**config.mk**
```make
export PLATFORM = sky130hd
export DESIGN_NAME = input_demux_bbm
export DESIGN_NICKNAME = d
export VERILOG_FILES = /design/src/rtl/mux_pkg.sv /design/src/rtl/bbm_guard_timer.sv /design/src/rtl/input_demux_bbm.sv
export SDC_FILE = /design/constraint.sdc
export NUM_CORES = 1
export LEC_CHECK = 0
export BUFFER_PORTS_ARGS = -buffer_cell sky130_fd_sc_hd__clkbuf_2
export CAP_MARGIN = 10
export CORE_MARGIN = 10
export CORE_UTILIZATION = 48
export CTS_CLUSTER_DIAMETER = 30
export DETAILED_ROUTE_END_ITERATION = 10
export PLACE_DENSITY_LB_ADDON = 0.3
export SLEW_MARGIN = 30
export SYNTH_ARGS = -nofsm -noshare
export SYNTH_HDL_FRONTEND = slang
export SYNTH_SLANG_ARGS = --single-unit
```
**constraint.sdc**
```tcl
create_clock -name clk -period 1.8 [get_ports clk]
set_input_delay 0.27 -clock clk [delete_from_list [all_inputs] [get_ports clk]]
set_output_delay 0.27 -clock clk [all_outputs]
set_load 0.03 [all_outputs]
```
**src/rtl/mux_pkg.sv**
```systemverilog
// rtl/mux_pkg.sv - shared widths, FSM states and select decode for the bytebeat input demux.
package mux_pkg;

  localparam int IN_W      = 19;
  localparam int OUT_W     = 8;
  localparam int N_DESIGNS = 3;

  localparam logic [1:0] IDX_NONE = 2'd3;

  typedef enum logic [1:0] {
    ST_IDLE,
    ST_GUARD,
    ST_ACTIVE
  } state_e;

  function automatic logic [N_DESIGNS-1:0] onehot3(input logic [1:0] idx);
    logic [N_DESIGNS-1:0] oh;
    case (idx)
      2'd0:    oh = 3'b001;
      2'd1:    oh = 3'b010;
      2'd2:    oh = 3'b100;
      default: oh = 3'b000;
    endcase
    return oh;
  endfunction

endpackage

```
**src/rtl/bbm_guard_timer.sv**
```systemverilog
// rtl/bbm_guard_timer.sv - loadable down-counter timing the all-off interval between designs.
module bbm_guard_timer #(
  parameter int CNT_W = 4
) (
  input  logic             clk,
  input  logic             rst,
  input  logic             load,
  input  logic [CNT_W-1:0] load_val,
  output logic             done
);

  logic [CNT_W-1:0] cnt_q;
  logic [CNT_W-1:0] cnt_d;

  // Saturates at zero so done stays asserted while no guard is running.
  always_comb begin
    cnt_d = cnt_q;
    if (load) begin
      cnt_d = load_val;
    end else if (cnt_q != '0) begin
      cnt_d = cnt_q - 1'b1;
    end
  end

  always_ff @(posedge clk) begin
    if (rst) begin
      cnt_q <= '0;
    end else begin
      cnt_q <= cnt_d;
    end
  end

  assign done = (cnt_q == '0);

endmodule

```
**src/rtl/input_demux_bbm.sv**
```systemverilog
// rtl/input_demux_bbm.sv - registered 1-to-3 input demux with break-before-make switching.
module input_demux_bbm
  import mux_pkg::*;
#(
  parameter int IN_W  = mux_pkg::IN_W,
  parameter int GUARD = 4
) (
  input  logic            clk,
  input  logic            rst,
  input  logic            req_valid,
  input  logic [1:0]      req_idx,
  output logic            req_ready,
  input  logic [IN_W-1:0] input_bus,
  output logic [IN_W-1:0] input_a,
  output logic [IN_W-1:0] input_b,
  output logic [IN_W-1:0] input_c,
  output logic [2:0]      sel,
  output logic            busy
);

  localparam logic [3:0] GUARD_LOAD = 4'(GUARD - 1);

  state_e          state_q, state_d;
  logic [1:0]      cur_idx_q, cur_idx_d;
  logic [1:0]      tgt_idx_q, tgt_idx_d;
  logic [2:0]      sel_q, sel_d;
  logic [IN_W-1:0] input_a_q, input_a_d;
  logic [IN_W-1:0] input_b_q, input_b_d;
  logic [IN_W-1:0] input_c_q, input_c_d;
  logic            busy_q, busy_d;

  logic accept;
  logic tmr_load;
  logic tmr_done;

  assign req_ready = (state_q != ST_GUARD);
  assign accept    = req_valid && req_ready;

  bbm_guard_timer #(
    .CNT_W(4)
  ) u_guard_timer (
    .clk     (clk),
    .rst     (rst),
    .load    (tmr_load),
    .load_val(GUARD_LOAD),
    .done    (tmr_done)
  );

  // sel_d is the select that will be visible next cycle; the data path keys off it so
  // the selected output and sel always switch on the same edge.
  always_comb begin
    state_d   = state_q;
    cur_idx_d = cur_idx_q;
    tgt_idx_d = tgt_idx_q;
    sel_d     = sel_q;
    tmr_load  = 1'b0;

    case (state_q)
      ST_IDLE: begin
        sel_d = 3'b000;
        if (accept && (req_idx != cur_idx_q)) begin
          state_d   = ST_GUARD;
          tgt_idx_d = req_idx;
          tmr_load  = 1'b1;
        end
      end
      ST_ACTIVE: begin
        sel_d = onehot3(cur_idx_q);
        if (accept && (req_idx != cur_idx_q)) begin
          state_d   = ST_GUARD;
          tgt_idx_d = req_idx;
          tmr_load  = 1'b1;
          sel_d     = 3'b000;
        end
      end
      ST_GUARD: begin
        sel_d = 3'b000;
        if (tmr_done) begin
          if (tgt_idx_q == IDX_NONE) begin
            state_d   = ST_IDLE;
            cur_idx_d = IDX_NONE;
          end else begin
            state_d   = ST_ACTIVE;
            cur_idx_d = tgt_idx_q;
            sel_d     = onehot3(tgt_idx_q);
          end
        end
      end
      default: begin
        state_d   = ST_IDLE;
        cur_idx_d = IDX_NONE;
        sel_d     = 3'b000;
      end
    endcase

    input_a_d = sel_d[0] ? input_bus : '0;
    input_b_d = sel_d[1] ? input_bus : '0;
    input_c_d = sel_d[2] ? input_bus : '0;
    busy_d    = (state_d == ST_GUARD);
  end

  always_ff @(posedge clk) begin
    if (rst) begin
      state_q   <= ST_IDLE;
      cur_idx_q <= IDX_NONE;
      tgt_idx_q <= IDX_NONE;
      sel_q     <= 3'b000;
      input_a_q <= '0;
      input_b_q <= '0;
      input_c_q <= '0;
      busy_q    <= 1'b0;
    end else begin
      state_q   <= state_d;
      cur_idx_q <= cur_idx_d;
      tgt_idx_q <= tgt_idx_d;
      sel_q     <= sel_d;
      input_a_q <= input_a_d;
      input_b_q <= input_b_d;
      input_c_q <= input_c_d;
      busy_q    <= busy_d;
    end
  end

  assign sel     = sel_q;
  assign input_a = input_a_q;
  assign input_b = input_b_q;
  assign input_c = input_c_q;
  assign busy    = busy_q;

endmodule

```
==> results.json <==
{
  "worst_slew_margin_relative_to_its_limit": 0.656,
  "final_cell_area_um2": 3320,
  "place_congestion": 0.799,
  "clockRootBuffer": "sky130_fd_sc_hd__clkbuf_8",
  "fp.dieArea_um2": 8020,
  "synth.ff_latch_count": 71,
  "slew_viol_final": 0,
  "top_usage_layer": "met2",
  "min_delay_path_depth": 2,
  "detail_route.wirelength_um": 5730,
  "num_vias": 1724,
  "irDropWorstVdd_uv": 890,
  "std_cell_rows": 25,
  "antenna_violations_before_repair": 0,
  "fill_cells": 339,
  "postSynthCellCount": 195,
  "htree_num_levels": 3,
  "timing.max_cap.violations": 0,
  "timing.final.hold_violations": 0,
  "antenna_nets_post_route": 0,
  "synthToLayoutAreaGrowth_pct": 43.1,
  "cts_buffers": 9,
  "synth_most_common_cell": "sky130_fd_sc_hd__dfxtp_1",
  "final-instance-count-excl-fill": 367,
  "tritoncts": "built",
  "end_kind": "register",
  "drt_pass1_iterations": 4,
  "synth_enable_flop_cells": 0,
  "gr-usage-met2": 0.234,
  "dp.cells": 343,
  "netlist_area_um2": 2320,
  "violations": "setup timing",
  "final_period_minus_worst_setup_slack_ns": 1.86,
  "power_density_nw_per_um2": 1060,
  "post-synth-top-area-cell": "sky130_fd_sc_hd__dfxtp_1",
  "drive_gt1_frac": 0.565,
  "finalNetCount": 338,
  "synth_fp_nets": 224,
  "grt.total_usage": 0.138,
  "globalRoute.totalOverflow": 0,
  "timing.final.crit_share": 1.04,
  "type_of_the_worst_setup_path": "register to register",
  "synth-main-ff-cell": "sky130_fd_sc_hd__dfxtp_1",
  "coreArea_um2": 4690,
  "data_arrival_at_the_endpoint_of_the_critical_path_ns": 2.14,
  "run_status": "finished, violations left",
  "worstHoldPathType": "input pin to register",
  "asyncSetResetFlopFracSynth": 0,
  "final-setup-viol-count": 20,
  "cell_depth_of_the_worst_flop_to_flop_path": 8,
  "placed_area_um2": 2890,
  "grt_max_degree": 21,
  "synth_top_area_share": 0.612,
  "post_drt_via_cell_ratio": 4.70,
  "dp.final_hpwl_um": 3950,
  "max-clock-path-buffers": 2,
  "tightestPinTransition_ns": 0.514,
  "ys.warnings.count": 0,
  "ys_top_cells_by_area": "sky130_fd_sc_hd__dfxtp_1 (61%), sky130_fd_sc_hd__nor2b_2 (7.2%), sky130_fd_sc_hd__nor2b_1 (5.4%)",
  "drc_violations": 0,
  "detail_route.wl_per_cell_um": 15.6,
  "worstSkewPairLatency_ns": 0.33,
  "yosys-top-cells-count": "sky130_fd_sc_hd__dfxtp_1 (71), sky130_fd_sc_hd__nor2b_1 (20), sky130_fd_sc_hd__and2_1 (19), sky130_fd_sc_hd__nor2b_2 (19), sky130_fd_sc_hd__inv_1 (8)",
  "synth_area_per_cell_um2": 11.9,
  "globalRouteMet3Util": 0.0638,
  "final.setup_skew_ns": 0.00736,
  "first_global_vias": 1688,
  "antenna_cells": 0,
  "grt_first_pass_wirelength_um": 8210,
  "worst_ep_required_time_ns": 2.08,
  "cts.sinks": 71,
  "die_y_extent_um": 89.5,
  "clkTransAtPathRegs_ns": 0.07,
  "synth.yosys.seq_area_share": 0.612,
  "leakage_nw": 1.52,
  "initial_core_utilization": 0.495,
  "critical_path.startpoint_type": "register",
  "clock.fmax_mhz": 537,
  "unrepaired_setup_endpoints_after_global_routing": "yes",
  "critical_path.max_fanout": 5,
  "drtIter0Drc": 36,
  "port_buffers": 85,
  "fraction_of_met1_tracks_used_by_global_routing": 0.146,
  "postLayoutSetupSlackWorst_ns": -0.0636,
  "num_io_pins": 86,
  "synth_cell_types": 40,
  "die_w_um": 89.5
}
-- report_power, final --
group | total, mW | switching (mW) | internal [mW] | leakage (nW)
clock network | 1.14 | 0.538 | 0.600 | 0.0942
registers | 1.70 | 0.0667 | 1.63 | 0.574
logic | 0.696 | 0.328 | 0.367 | 0.856
-- what timing repair did --
| action | 4_1_cts | 5_1_grt |
|---|---|---|
| buffers inserted | 0 | 4 |
| resized for setup | 12 | 29 |
| pin swaps | 1 | 17 |
| cloned | 2 | 3 |
| hold buffers | 0 | 0 |
| setup endpoints to repair | 59 | 57 |
-- sequential cells by signal, indices dropped and copies added, names as in the netlist --
name                 flops
input_a                 19
input_b                 19
input_c                 19
u_guard_timer.cnt_q      4
sel                      3
cur_idx_q                2
state_q                  2
tgt_idx_q                2
busy                     1
-- final timing paths --
| kind | slack [ns] | endpoint | startpoint |
|---|---|---|---|
| max reg2reg | -0.06 | input_a[3] | state_q[0] |
| min reg2reg | 0.60 | u_guard_timer.cnt_q[0] | u_guard_timer.cnt_q[0] |
| min | 0.16 | input_a[12] | input_bus[12] |
| max | -0.06 | input_a[3] | state_q[0] |
-- critical path, cell delays in order, from the launching register on --
cell and delay (ns):
sky130_fd_sc_hd__dfxtp_2 0.35, sky130_fd_sc_hd__inv_2 0.06, sky130_fd_sc_hd__ha_4 0.26, sky130_fd_sc_hd__nand3b_1 0.12, sky130_fd_sc_hd__buf_4 0.16, sky130_fd_sc_hd__or3_4 0.33, sky130_fd_sc_hd__o2bb2ai_4 0.24, sky130_fd_sc_hd__buf_6 0.16
sky130_fd_sc_hd__and2_4 0.13
-- logic make-up after synthesis --
family | Yosys count | synth area share
simple gates | 81 | 0.242
flops | 71 | 0.612
compound gates | 17 | 0.0598
buf+inv | 15 | 0.0329
xor+xnor | 5 | 0.0221
fa+ha+maj | 5 | 0.0270
mux | 1 | 0.00431
-- through the flow --
| step | total power, mW | hold slack (ns) | utilization | setup slack, ns | TNS [ns] |
|---|---|---|---|---|---|
| global route | 3.71 | 0.154 | 0.708 | -0.134 | -2.38 |
| floorplan | 2.08 | 0.346 | - | 0.150 | 0 |
| detailed placement | 2.30 | 0.498 | 0.617 | -0.134 | -3.45 |
| CTS | 3.47 | 0.143 | 0.671 | -0.0326 | -0.457 |
| global placement | 2.29 | 0.495 | 0.617 | -0.0515 | -1.36 |
| finish | 3.53 | 0.155 | 0.708 | -0.0636 | -0.921 |
-- cell usage in the layout (no fill, tap or decap), drive strengths merged, types with 3 or more instances in the layout --
cell and instances:
xnor2 5, and2 19, clkbuf 97, nor2b 39
o32a 4, buf 22, inv 8, a21oi 3
dfxtp 71, nand2 3, ha 5, nand2b 5
-- layout make-up --
type | instances | area [um2] | share of cell area
clock buffer | 12 | 165 | 0.0497
clock inverter | 3 | 17.5 | 0.00528
inverter | 8 | 30.0 | 0.00904
multi-input combinational | 112 | 1010 | 0.303
sequential | 71 | 1420 | 0.429
tap | 54 | 67.6 | 0.0203
timing repair buffer | 107 | 609 | 0.183
-- routing by layer --
layer  wire [um]  part of all wire
met2        2810              0.49
met3         446             0.078
met5           0                 0
met4         104             0.018
met1        2380              0.41
No activity file was read; power rests on OpenSTA's default activity.
